===== src/rtl/mac_operand_seq_if.sv =====
// Signal bundle between the operand sequencer, its operand source, the MAC stage
// and the result consumer.
interface mac_operand_seq_if;
    logic        in_valid;
    logic        in_ready;
    logic [7:0]  in_a;
    logic [7:0]  in_b;
    logic        in_last;
    logic [7:0]  mac_a;
    logic [7:0]  mac_b;
    logic        mac_en;
    logic        mac_clr;
    logic [15:0] ac_val;
    logic        cout;
    logic        res_valid;
    logic        res_ready;
    logic [16:0] res_data;
    logic [7:0]  res_cnt;

    modport slave (
        input  in_valid, in_a, in_b, in_last, ac_val, cout, res_ready,
        output in_ready, mac_a, mac_b, mac_en, mac_clr, res_valid, res_data, res_cnt
    );

    modport master (
        output in_valid, in_a, in_b, in_last, ac_val, cout, res_ready,
        input  in_ready, mac_a, mac_b, mac_en, mac_clr, res_valid, res_data, res_cnt
    );
endinterface


===== src/rtl/mac_operand_seq.sv =====
// Operand sequencer: buffers {last,a,b} pairs and streams one dot-product vector
// at a time into an external MAC, then captures {cout, ac_val} as the result.
//   state | meaning
//   CLEAR | mac_clr high for one cycle, element counter zeroed
//   RUN   | pop one pair per cycle while the FIFO holds data
//   DRAIN | two cycles for the MAC to absorb the final element
//   HOLD  | result presented until res_ready
module mac_operand_seq #(
    parameter int DEPTH = 4
) (
    input  logic             clk,
    input  logic             rst,
    mac_operand_seq_if.slave bus
);
    localparam int          AW   = (DEPTH > 1) ? $clog2(DEPTH) : 1;
    localparam logic [AW:0] FULL = (AW + 1)'(DEPTH);

    typedef enum logic [1:0] {CLEAR, RUN, DRAIN, HOLD} state_t;
    state_t state, state_nxt;

    logic [16:0]   mem [DEPTH];
    logic [AW-1:0] wr_ptr, rd_ptr;
    logic [AW:0]   count;
    logic          push, pop;
    logic [16:0]   head;

    logic [7:0]  mac_a_q, mac_a_d, mac_b_q, mac_b_d;
    logic        mac_en_q, mac_en_d, mac_clr_q, mac_clr_d;
    logic        res_valid_q, res_valid_d;
    logic [16:0] res_data_q, res_data_d;
    logic [7:0]  res_cnt_q, res_cnt_d;
    logic [7:0]  elem_cnt, elem_cnt_d;
    logic        drain_2nd, drain_2nd_d;

    // No pass-through: an empty FIFO cannot pop the pair being pushed this cycle.
    assign bus.in_ready = rst && (count != FULL);
    assign push         = bus.in_valid && bus.in_ready;
    assign pop          = (state == RUN) && (count != '0);
    assign head         = mem[rd_ptr];

    always_ff @(posedge clk) begin
        if (push) begin
            mem[wr_ptr] <= {bus.in_last, bus.in_a, bus.in_b};
        end
    end

    always_ff @(posedge clk) begin
        if (!rst) begin
            wr_ptr <= '0;
            rd_ptr <= '0;
            count  <= '0;
        end else begin
            if (push) wr_ptr <= wr_ptr + 1'b1;
            if (pop)  rd_ptr <= rd_ptr + 1'b1;
            case ({push, pop})
                2'b10:   count <= count + 1'b1;
                2'b01:   count <= count - 1'b1;
                default: count <= count;
            endcase
        end
    end

    always_ff @(posedge clk) begin
        if (!rst) begin
            state       <= CLEAR;
            mac_a_q     <= '0;
            mac_b_q     <= '0;
            mac_en_q    <= 1'b0;
            mac_clr_q   <= 1'b1;
            res_valid_q <= 1'b0;
            res_data_q  <= '0;
            res_cnt_q   <= '0;
            elem_cnt    <= '0;
            drain_2nd   <= 1'b0;
        end else begin
            state       <= state_nxt;
            mac_a_q     <= mac_a_d;
            mac_b_q     <= mac_b_d;
            mac_en_q    <= mac_en_d;
            mac_clr_q   <= mac_clr_d;
            res_valid_q <= res_valid_d;
            res_data_q  <= res_data_d;
            res_cnt_q   <= res_cnt_d;
            elem_cnt    <= elem_cnt_d;
            drain_2nd   <= drain_2nd_d;
        end
    end

    always_comb begin
        state_nxt = state;
        case (state)
            CLEAR:   state_nxt = RUN;
            RUN:     if (pop && head[16]) state_nxt = DRAIN;
            DRAIN:   if (drain_2nd) state_nxt = HOLD;
            HOLD:    if (res_valid_q && bus.res_ready) state_nxt = CLEAR;
            default: state_nxt = CLEAR;
        endcase
    end

    // Next values of the registered outputs; mac_clr tracks entry into CLEAR.
    always_comb begin
        mac_a_d     = mac_a_q;
        mac_b_d     = mac_b_q;
        mac_en_d    = 1'b0;
        mac_clr_d   = (state_nxt == CLEAR);
        res_valid_d = res_valid_q;
        res_data_d  = res_data_q;
        res_cnt_d   = res_cnt_q;
        elem_cnt_d  = elem_cnt;
        drain_2nd_d = 1'b0;
        case (state)
            CLEAR: elem_cnt_d = '0;
            RUN: begin
                if (pop) begin
                    mac_a_d  = head[15:8];
                    mac_b_d  = head[7:0];
                    mac_en_d = 1'b1;
                    if (elem_cnt != 8'hFF) elem_cnt_d = elem_cnt + 8'd1;
                end
            end
            DRAIN: begin
                drain_2nd_d = !drain_2nd;
                if (drain_2nd) begin
                    res_data_d  = {bus.cout, bus.ac_val};
                    res_cnt_d   = elem_cnt;
                    res_valid_d = 1'b1;
                end
            end
            HOLD: if (res_valid_q && bus.res_ready) res_valid_d = 1'b0;
            default: ;
        endcase
    end

    assign bus.mac_a     = mac_a_q;
    assign bus.mac_b     = mac_b_q;
    assign bus.mac_en    = mac_en_q;
    assign bus.mac_clr   = mac_clr_q;
    assign bus.res_valid = res_valid_q;
    assign bus.res_data  = res_data_q;
    assign bus.res_cnt   = res_cnt_q;
endmodule


===== src/flat_wrapper.sv =====
// flat-port wrapper written by rule: the top's interface ports become plain ports
module mac_operand_seq_flat 
#(
    parameter int DEPTH = 4
)
  (clk, rst, bus_in_valid, bus_in_a, bus_in_b, bus_in_last, bus_ac_val, bus_cout, bus_res_ready, bus_in_ready, bus_mac_a, bus_mac_b, bus_mac_en, bus_mac_clr, bus_res_valid, bus_res_data, bus_res_cnt);
  mac_operand_seq_if bus_i ();
  input  logic clk;
  input  logic rst;
  input wire logic [$bits(bus_i.in_valid)-1:0] bus_in_valid;
  input wire logic [$bits(bus_i.in_a)-1:0] bus_in_a;
  input wire logic [$bits(bus_i.in_b)-1:0] bus_in_b;
  input wire logic [$bits(bus_i.in_last)-1:0] bus_in_last;
  input wire logic [$bits(bus_i.ac_val)-1:0] bus_ac_val;
  input wire logic [$bits(bus_i.cout)-1:0] bus_cout;
  input wire logic [$bits(bus_i.res_ready)-1:0] bus_res_ready;
  output wire logic [$bits(bus_i.in_ready)-1:0] bus_in_ready;
  output wire logic [$bits(bus_i.mac_a)-1:0] bus_mac_a;
  output wire logic [$bits(bus_i.mac_b)-1:0] bus_mac_b;
  output wire logic [$bits(bus_i.mac_en)-1:0] bus_mac_en;
  output wire logic [$bits(bus_i.mac_clr)-1:0] bus_mac_clr;
  output wire logic [$bits(bus_i.res_valid)-1:0] bus_res_valid;
  output wire logic [$bits(bus_i.res_data)-1:0] bus_res_data;
  output wire logic [$bits(bus_i.res_cnt)-1:0] bus_res_cnt;
  assign bus_i.in_valid = bus_in_valid;
  assign bus_i.in_a = bus_in_a;
  assign bus_i.in_b = bus_in_b;
  assign bus_i.in_last = bus_in_last;
  assign bus_i.ac_val = bus_ac_val;
  assign bus_i.cout = bus_cout;
  assign bus_i.res_ready = bus_res_ready;
  assign bus_in_ready = bus_i.in_ready;
  assign bus_mac_a = bus_i.mac_a;
  assign bus_mac_b = bus_i.mac_b;
  assign bus_mac_en = bus_i.mac_en;
  assign bus_mac_clr = bus_i.mac_clr;
  assign bus_res_valid = bus_i.res_valid;
  assign bus_res_data = bus_i.res_data;
  assign bus_res_cnt = bus_i.res_cnt;
  mac_operand_seq #(.DEPTH(DEPTH)) u_core (.clk(clk), .rst(rst), .bus(bus_i));
endmodule

===== config.mk =====
export PLATFORM = sky130hd
export DESIGN_NAME = mac_operand_seq_flat
export DESIGN_NICKNAME = d
export VERILOG_FILES = /design/src/rtl/mac_operand_seq_if.sv /design/src/rtl/mac_operand_seq.sv /design/src/flat_wrapper.sv
export SDC_FILE = /design/constraint.sdc
export NUM_CORES = 1
export LEC_CHECK = 0
export BUFFER_PORTS_ARGS = -buffer_cell sky130_fd_sc_hd__buf_2
export CAP_MARGIN = 20
export CORE_MARGIN = 3
export CORE_UTILIZATION = 50
export DETAILED_ROUTE_END_ITERATION = 12
export PLACE_DENSITY_LB_ADDON = 0.1
export SLEW_MARGIN = 20
export SYNTH_ARGS = -nofsm -noshare
export SYNTH_HDL_FRONTEND = slang
export SYNTH_SLANG_ARGS = --single-unit

===== constraint.sdc =====
create_clock -name clk -period 2.3 [get_ports clk]
set_input_delay 0.115 -clock clk [delete_from_list [all_inputs] [get_ports clk]]
set_output_delay 0.115 -clock clk [all_outputs]
set_load 0.05 [all_outputs]

# == Word level (Yosys, flattened, before mapping) ==
# Memories as Yosys holds them, arrays and structs flattened. A register that Yosys moved wholly into a read port is not among the register bits.
# Cells that the tools add are included.
# op_classes
addsub,5
n_eq_ne,11
reduce_logical,18
mux,16
# ops
op,n
two-way mux 8 bit,2
case mux 8 bit (2 select lines),1
two-way mux 2 bit,5
adder 8 x 1 -> 8 bit (second input constant),1
inequality test 8 bit (second input constant),1
case mux 2 bit (4 select lines),1
AND reduction 2 bit,4
equality test 2 bit (second input constant),3
inequality test 2 x 1 -> 1 bit (second input constant),3
case mux 3 bit (2 select lines),1
AND reduction 3 bit,2
nonzero test 2 bit,3
logical AND 1 bit,5
two-way mux 1 bit,5
adder 2 x 1 -> 2 bit (second input constant),2
equality test 2 x 1 -> 1 bit (second input constant),2
zero test 2 bit,2
adder 3 x 1 -> 3 bit (second input constant),1
inequality test 3 bit (second input constant),1
nonzero test 3 bit,1
subtractor 3 x 1 -> 3 bit (second input constant),1
inequality test 2 bit (second input constant),1
case mux 1 bit (2 select lines),1
zero test 1 bit,1
# word_totals
regBits,62
n_memories,1
mem_bits_rw,68
output_inout_bits,45
# mem_list
name,depth,word_bits,rd,rd_ports_with_merged_regs,write_ports,line,source
u_core.mem,4,17,1,1,1,mac_operand_seq.sv:21,logic [16:0] mem [DEPTH];

# == Depth between registers and ports, before layout ==
# Gate-level depths: netlist (run 1).
# depth
word_depth,6
depth_mapped,11

# == Worst setup path after synthesis (run 1) ==
# No wires, ideal clock.
# synth_path
kind,register to register
start,register u_core.state[0]
end,register u_core.count[2]
arrival_ns,2.274
n_path_buf,2
path_stages_with_launch,12
setup_slack_ns,-0.050
path_cell_list,dfxtp_1 > buf_6 > and2b_1 > nand2_2 > inv_2 > buf_1 > ha_1 > inv_1 > fa_1 > xor2_1 > or3_1 > a21boi_0
# synth_between
elab_chain_cells,4
# synth_lines
element,line,source
"start, declared",mac_operand_seq.sv:19,"state_t state, state_nxt;"
"start signal, assigned",mac_operand_seq.sv:76,state <= state_nxt;
equality test 2 x 1 -> 1 bit (*),mac_operand_seq.sv:38,assign pop = (state == RUN) && (count != '0);
logical AND 1 bit (*),mac_operand_seq.sv:38,
named net u_core.pop,mac_operand_seq.sv:24,"logic push, pop;"
equality test 2 x 1 -> 1 bit / equality test 2 bit (equally long branches),mac_operand_seq.sv:55,"case ({push, pop})"
case mux 3 bit (2 select lines) / nonzero test 2 bit (equally long branches),n/a,
"end signal, assigned",mac_operand_seq.sv:56,2'b10: count <= count + 1'b1;
"end signal, assigned",mac_operand_seq.sv:57,2'b01: count <= count - 1'b1;
"end signal, assigned",mac_operand_seq.sv:58,default: count <= count;
"end, declared",mac_operand_seq.sv:23,logic [AW:0] count;
# Mark *: on every way through the listed nets, which the timed path passes. The rest lies on a longest branch.
# A chain may end at the register's enable or synchronous reset.

# == Worst setup path in the final report (run 1) ==
# layout_path
start,register u_core.count[2]
end,register u_core.count[2]
# layout_between
elab_chain_cells,5
# layout_lines
element,line,source
inequality test 3 bit,mac_operand_seq.sv:36,assign bus.in_ready = rst && (count != FULL);
logical AND 1 bit,mac_operand_seq.sv:36,
logical AND 1 bit,mac_operand_seq.sv:37,assign push = bus.in_valid && bus.in_ready;
equality test 2 x 1 -> 1 bit / equality test 2 bit (equally long branches),mac_operand_seq.sv:55,
case mux 3 bit (2 select lines) / nonzero test 2 bit (equally long branches),n/a,
# Several ways; a longest one is shown, not always the timed one.

==> results of run 1 <==
[worst reg2reg max path, cell delays in order, from the launching register on]
cell and delay (ns):
dfxtp_2 0.35, inv_1 0.06, o311a_1 0.36, inv_1 0.06, ha_1 0.18, inv_1 0.06, fa_1 0.37, xor2_1 0.16
or3_1 0.30, a21boi_1 0.13
[power by group]
part | internal [W] | switching [W] | total, W | leakage, nW
Sequential | 0.00268 | 0.000122 | 0.00280 | 1.14
Clock | 0.00171 | 0.000967 | 0.00268 | 0.289
Combinational | 0.000607 | 0.000942 | 0.00155 | 1.03
Total | 0.00499 | 0.00203 | 0.00703 | 2.45
[cells in the mapped netlist (all sizes together) (2+ instances only)]
cell	count
nand2	99
edfxtp	68
dfxtp	64
a21boi	42
mux4	17
and2	12
buf	12
clkbuf	10
inv	10
o21ai	8
a21oi	6
ha	6
nand3	6
nor2	4
nor3	4
or3	4
xnor2	4
and3	3
nand2b	3
o22ai	3
and4	2
[kinds of logic (layout without fill, tap and decap cells)]
family                   Yosys count  count (layout)  synth area share [%]
multiplexers                      17              17                  7.44
buffers and inverters             32             168                  3.01
adder cells (fa/ha/maj)            7               7                  1.85
flip-flops                       132             132                  64.6
XOR/XNOR                           5               5                 0.851
AO/OA/AOI/OAI                     69              69                  9.87
AND/OR/NAND/NOR                  142             142                  12.4
[area by class of cell]
class,count,area (um2),area share (%)
Tap cell,133,166,2.51
Multi-Input combinational cell,240,1670,25.2
Clock inverter,12,154,2.32
Timing Repair Buffer,126,828,12.5
Clock buffer,20,445,6.72
Inverter,10,37.5,0.567
Sequential cell,132,3320,50.2
[timing repair]
item                                   4_1_cts  5_1_grt
endpoints found under the hold margin       87        0
setup endpoints to repair                    0        1
buffers inserted                             0        0
resized for setup                            0        2
hold buffers                                35        0
[registers in the layout, indices dropped and copies added, names as in the netlist, 2 cells and up, named ones only]
name                 count
u_core.mem              68
u_core.bus.mac_b         8
u_core.wr_ptr            2
u_core.elem_cnt          8
u_core.bus.res_cnt       8
u_core.rd_ptr            2
u_core.bus.mac_a         8
u_core.count             3
u_core.state             2
u_core.bus.res_data     17
[final timing paths]
kind / startpoint / end / slack, ns / depth (start not counted)
worst max-delay path: u_core.count[2] / u_core.count[2] / 0.19 / 9
worst min-delay path: bus_in_valid / u_core.wr_ptr[1] / 0.15 / 4
worst max register to register: u_core.count[2] / u_core.count[2] / 0.19 / 9
worst min register to register: u_core.bus.res_cnt[4] / u_core.bus.res_cnt[4] / 0.46 / 2
[per-layer routing]
metal	share of wire [%]	vias to the layer above	routed length, um	global-route usage, %
met2	50	93	5130	32.4
met5	0	-	0	0
li1	-	1679	-	-
met4	1.6	0	162	7.21
met1	43	1646	4490	23.8
met3	5.5	14	572	4.62
[cells in the final DEF, fill, tap and decap left out, types with 6 or more instances in the layout]
| cell type | instances |
|---|---|
| ha_1 | 6 |
| and2_1 | 12 |
| a21oi_1 | 6 |
| nand2_1 | 98 |
| a21boi_0 | 40 |
| edfxtp_1 | 68 |
| nand3_1 | 6 |
| buf_2 | 82 |
| inv_1 | 9 |
| dlygate4sd3_1 | 35 |
| o21ai_0 | 8 |
| mux4_2 | 17 |
| clkbuf_16 | 16 |
| dfxtp_1 | 63 |
| buf_4 | 9 |
[metrics by stage]
stage	hold slack (ns)	power, W
finish	0.146	0.00703
global route	0.163	0.00733
CTS	0.125	0.00707
detailed placement	0.334	0.00435
global placement	0.327	0.00432
floorplan	0.214	0.00399
==> results by group, run 1 <==
Synthesis
  – Avg Cell Area, Syn: 12.7 um2
  – Syn Inst Count: 404
  – Syn_nets: 449
  – Yosys warning count: 0
  – Main synth FF type: edfxtp_1
  – Ys async rst share: 0%
  – Post-Syn Area: 5150 um2
  – FF+latch count, synth: 132
  – EDFF count, synth: 68
  – Dominant cells by area after synthesis: edfxtp_1, dfxtp_1, mux4_2
  – Yosys top cell by area: edfxtp_1
  – Register area share after synthesis: 64.6%
  – Post-synth top area share: 39.7%
  – Netlist cell types: 45

Floorplanning
  – DIE AREA: 11,500 um2
  – Number of I/O pins: 83
  – Core Area: 9910 um2
  – Initial Util: 51.9%
  – Height of the die: 107 um
  – Core Rows: 36
  – Die X: 107 um

Min path
  – Hold WC Path Type: in2reg

Critical path
  – Worst Setup End Kind: register
  – Critical Path AT: 2.53 ns
  – Critical path startpoint category: register
  – Critical Path RT: 2.73 ns
  – Crit Path Class: reg2reg
  – Crit path max-delay family: adder cells
  – Crit path buffers/inverters: 3
  – Slowest cell on the critical path: fa_1
  – Crit-path cells: inv_1, o311a_1, inv_1, ha_1, inv_1, fa_1, xor2_1, or3_1, a21boi_1
  – Crit-path most repeated cell: inv_1
  – Delay of the slowest critical-path stage: 0.37 ns
  – Worst-path fanout max: 5

Power and ir drop
  – Leakage: 2.45 nW
  – VDD IR-drop max: 621 uV
  – Power Dens Cells: 1060 nW/um2

STA
  – Min setup slack post-route: 0.194 ns
  – Final worst path period share: 91.6%
  – Setup-failing EPs final: 0
  – Max_slew headroom: 37.7%
  – Max-slew violation count: 0
  – Setup TNS: 0 ns
  – Fin crit period: 2.11 ns
  – Slew @ Worst Pin: 0.934 ns
  – Final hold vios: 0
  – RSZ-0062 raised after global routing: false
  – Fmax: 475 MHz
  – Setup Skew: 0.0109 ns

Route
  – DR pass1 iterations: 5
  – Final ANT Viol Nets: 0
  – Final wirelength: 10.4 mm
  – # DRC: 0
  – Via count: 3,432
  – Vias per cell: 5.10
  – Routed length per placed instance: 15.4 um
  – Initial DRC count: 200

Place
  – Post-Place Cells: 606
  – DP HPWL: 6.35 mm
  – I/O Buffers: 82
  – Placed cell area: 5670 um2
  – Final GP Congestion: 0.793
  – Post-Place Worst Slack: 0.147 ns

Final layout
  – Share of post-route cells with drive strength above 1: 27.0%
  – Final instance area: 6620 um2
  – Nets: 572
  – Final Util: 66.8%
  – Antenna diodes: 0
  – Synth-to-Final Area Change: 28.7%
  – Non-Filler Instances: 673
  – Fill cells: 745

CTS
  – TritonCTS sink count: 132
  – Clock Latency Late Sink: 0.51 ns
  – CTS buffer count: 17
  – TritonCTS clock tree: yes
  – Max clock buf depth: 2
  – H-tree lvl count: 4
  – Clock transition at path regs: 0.06 ns
  – Clock Tree Root: clkbuf_8

Flow run
  – Max cap viols: 0

GRT
  – First-pass GRT wire length: 16.9 mm
  – Vias in the first global route: 3,453
  – Grt ovf: 0
  – Overall routing resource usage: 19.1%
  – Pin count of the biggest net entering global routing: 64
  – Initial antenna violation count: 0

Run status
  – Status: completed
(Power assumes the default switching activity.)
==> run 2: changes to the inputs <==
Settings changed: ABC_AREA set to 1.
==> run 2 against run 1 <==
Clock-buffer cell count down 3. Global-route usage up 0.75 points. Final area down 1.1%. Clock power down 8.2%. Maximum frequency up 1.5%. Die area down 0.64%. First-iteration DRC count unchanged. Critical path type unchanged. Largest cell class unchanged.
==> results by group, run 2 <==
STA
  – Final worst path period share: 90.2%
  – Final hold vios: 0
  – Max_slew headroom: 59.2%
  – RSZ-0062 raised after global routing: false
  – Fin crit period: 2.08 ns
  – Slew @ Worst Pin: 0.611 ns
  – Hold slack: 0.0496 ns
  – Setup Skew: 0.0108 ns
  – Min setup slack post-route: 0.224 ns
  – Setup TNS: 0 ns
  – Setup-failing EPs final: 0
  – Fmax: 482 MHz
  – Max-slew violation count: 0

Final layout
  – Most frequent cells in the layout: nor2_1, buf_2, o21ai_0
  – Share of post-route cells with drive strength above 1: 23.5%
  – Fill cells: 788
  – Non-Filler Instances: 766
  – Commonest non-fill, non-tap cell in the layout: nor2_1
  – Synth-to-Final Area Change: 28.2%
  – Nets: 665
  – Antenna diodes: 0
  – Largest register by flop count: u_core.mem
  – Max FFs per register: 68

Critical path
  – Worst Setup End Kind: register
  – Worst-path fanout max: 9
  – Crit Path Class: reg2reg
  – Critical path startpoint category: register
  – Critical Path RT: 2.69 ns
  – Critical Path AT: 2.47 ns

GRT
  – Overall routing resource usage: 19.9%
  – Initial antenna violation count: 0
  – First-pass GRT wire length: 17.7 mm
  – Pin count of the biggest net entering global routing: 53
  – Grt ovf: 0
  – Vias in the first global route: 3,746

Synthesis
  – FF+latch count, synth: 132
  – Syn Inst Count: 498
  – Post-synth top area share: 40.0%
  – EDFF count, synth: 68
  – Yosys top cell by area: edfxtp_1
  – Dominant cells by area after synthesis: edfxtp_1, dfxtp_1, nor2_1
  – Register area share after synthesis: 65.0%
  – Netlist cell types: 29
  – Main synth FF type: edfxtp_1
  – Ys async rst share: 0%
  – Post-Syn Area: 5110 um2
  – Yosys warning count: 0
  – Avg Cell Area, Syn: 10.3 um2
  – Post-synth top cells: nor2_1, o21ai_0, edfxtp_1
  – Syn_nets: 543
  – Most numerous cell in the Yosys netlist: nor2_1

Route
  – Vias per cell: 4.96
  – Final ANT Viol Nets: 0
  – Routed length per placed instance: 14.1 um
  – # DRC: 0
  – Initial DRC count: 200
  – Via count: 3,801
  – DR pass1 iterations: 4
  – Final wirelength: 10.8 mm

CTS
  – CTS buffer count: 17
  – Post-CTS setup buffer count: 0
  – Clock Tree Root: clkbuf_8
  – TritonCTS clock tree: yes
  – Clock Latency Late Sink: 0.51 ns
  – Max clock buf depth: 2
  – Clock transition at path regs: 0.07 ns
  – H-tree lvl count: 4
  – TritonCTS sink count: 132

Floorplanning
  – Core Area: 9860 um2
  – Initial Util: 51.8%
  – Core Rows: 36
  – Height of the die: 107 um
  – Die X: 107 um
  – Number of I/O pins: 83
  – DIE AREA: 11,500 um2

Run status
  – Status: completed

Place
  – I/O Buffers: 82
  – Post-Place Worst Slack: 0.260 ns
  – DP HPWL: 6.47 mm
  – Final GP Congestion: 0.846
  – Post-Place Cells: 699

Power and ir drop
  – Power Total: 0.00704 W
  – Power Dens Cells: 1080 nW/um2
  – Leakage: 2.66 nW
  – VDD IR-drop max: 722 uV

Min path
  – Hold WC Path Type: in2reg

Flow run
  – Max cap viols: 0
-- run 2: changes by cell type after synthesis, moves of 4 or more --
cell	delta
or3_1	-4
mux4_2	-17
a31oi_1	+17
inv_1	+14
a21boi_0	-41
o21ai_1	+4
nand2_2	+4
a21oi_2	+6
o21ai_0	+72
xnor2_1	-4
and2_1	-12
nor2_1	+125
a21oi_1	+13
nand2_1	-70
-- run 2: routing by layer --
layer	global-route usage, %	part of all wire, %
met1	24.4	44
met2	34.0	51
met3	4.94	4.0
met4	7.03	1.0
met5	0	0
-- run 2: final cells by class --
cell class                      count  area (um2)  share of cell area (%)
Sequential cell                   132        3320                    50.7
Clock inverter                     15         140                    2.14
Clock buffer                       17         414                    6.32
Inverter                           26        97.6                    1.49
Multi-Input combinational cell    315        1540                    23.5
Tap cell                          133         166                    2.54
Timing Repair Buffer              128         868                    13.3
-- run 2: worst max-delay path, stage by stage (launching register included) --
cell     delay, ns
dfxtp_1       0.33
nor2_1        0.18
a21oi_2       0.09
nand2_2       0.20
ha_1          0.19
inv_1         0.07
fa_1          0.38
a21oi_1       0.15
o21ai_0       0.12
o21ai_0       0.19
a21oi_1       0.06
-- run 2: cells by family (layout without fill, tap and decap cells) --
group | after synthesis | in the layout | share of synthesized area (%)
buf+inv | 51 | 186 | 5.12
compound gates | 127 | 127 | 13.4
simple gates | 180 | 180 | 14.5
fa+ha+maj | 7 | 7 | 1.86
flops | 132 | 132 | 65.0
xor+xnor | 1 | 1 | 0.171
-- run 2: metrics by stage --
| stage | util, % | cell area (um2) |
|---|---|---|
| after floorplan | - | 5120 |
| after global placement | 57.2 | 5650 |
| after detailed placement | 57.2 | 5650 |
| after CTS | 66.4 | 6550 |
| after global routing | 66.4 | 6550 |
| final | 66.4 | 6550 |
-- run 2: report_power, final --
group | internal (W) | switching, W
Combinational | 0.000476 | 0.00124
Sequential | 0.00271 | 0.000155
Clock | 0.00137 | 0.00109
-- run 2: what timing repair did --
action,CTS,global route
gates resized for setup,0,0
hold buffers,35,0
endpoints found under the hold margin,86,0
setup endpoints to repair,0,0
-- run 2: path summary, 6_finish.rpt --
kind                    startpoint                    to  slack (ns)  cells after the start
setup / recovery   u_core.count[0]       u_core.count[2]        0.22                     10
hold / removal                 rst  u_core.bus.res_valid        0.05                      4
setup reg to reg   u_core.count[0]       u_core.count[2]        0.22                     10
hold reg to reg   u_core.rd_ptr[1]              register        0.48                      2
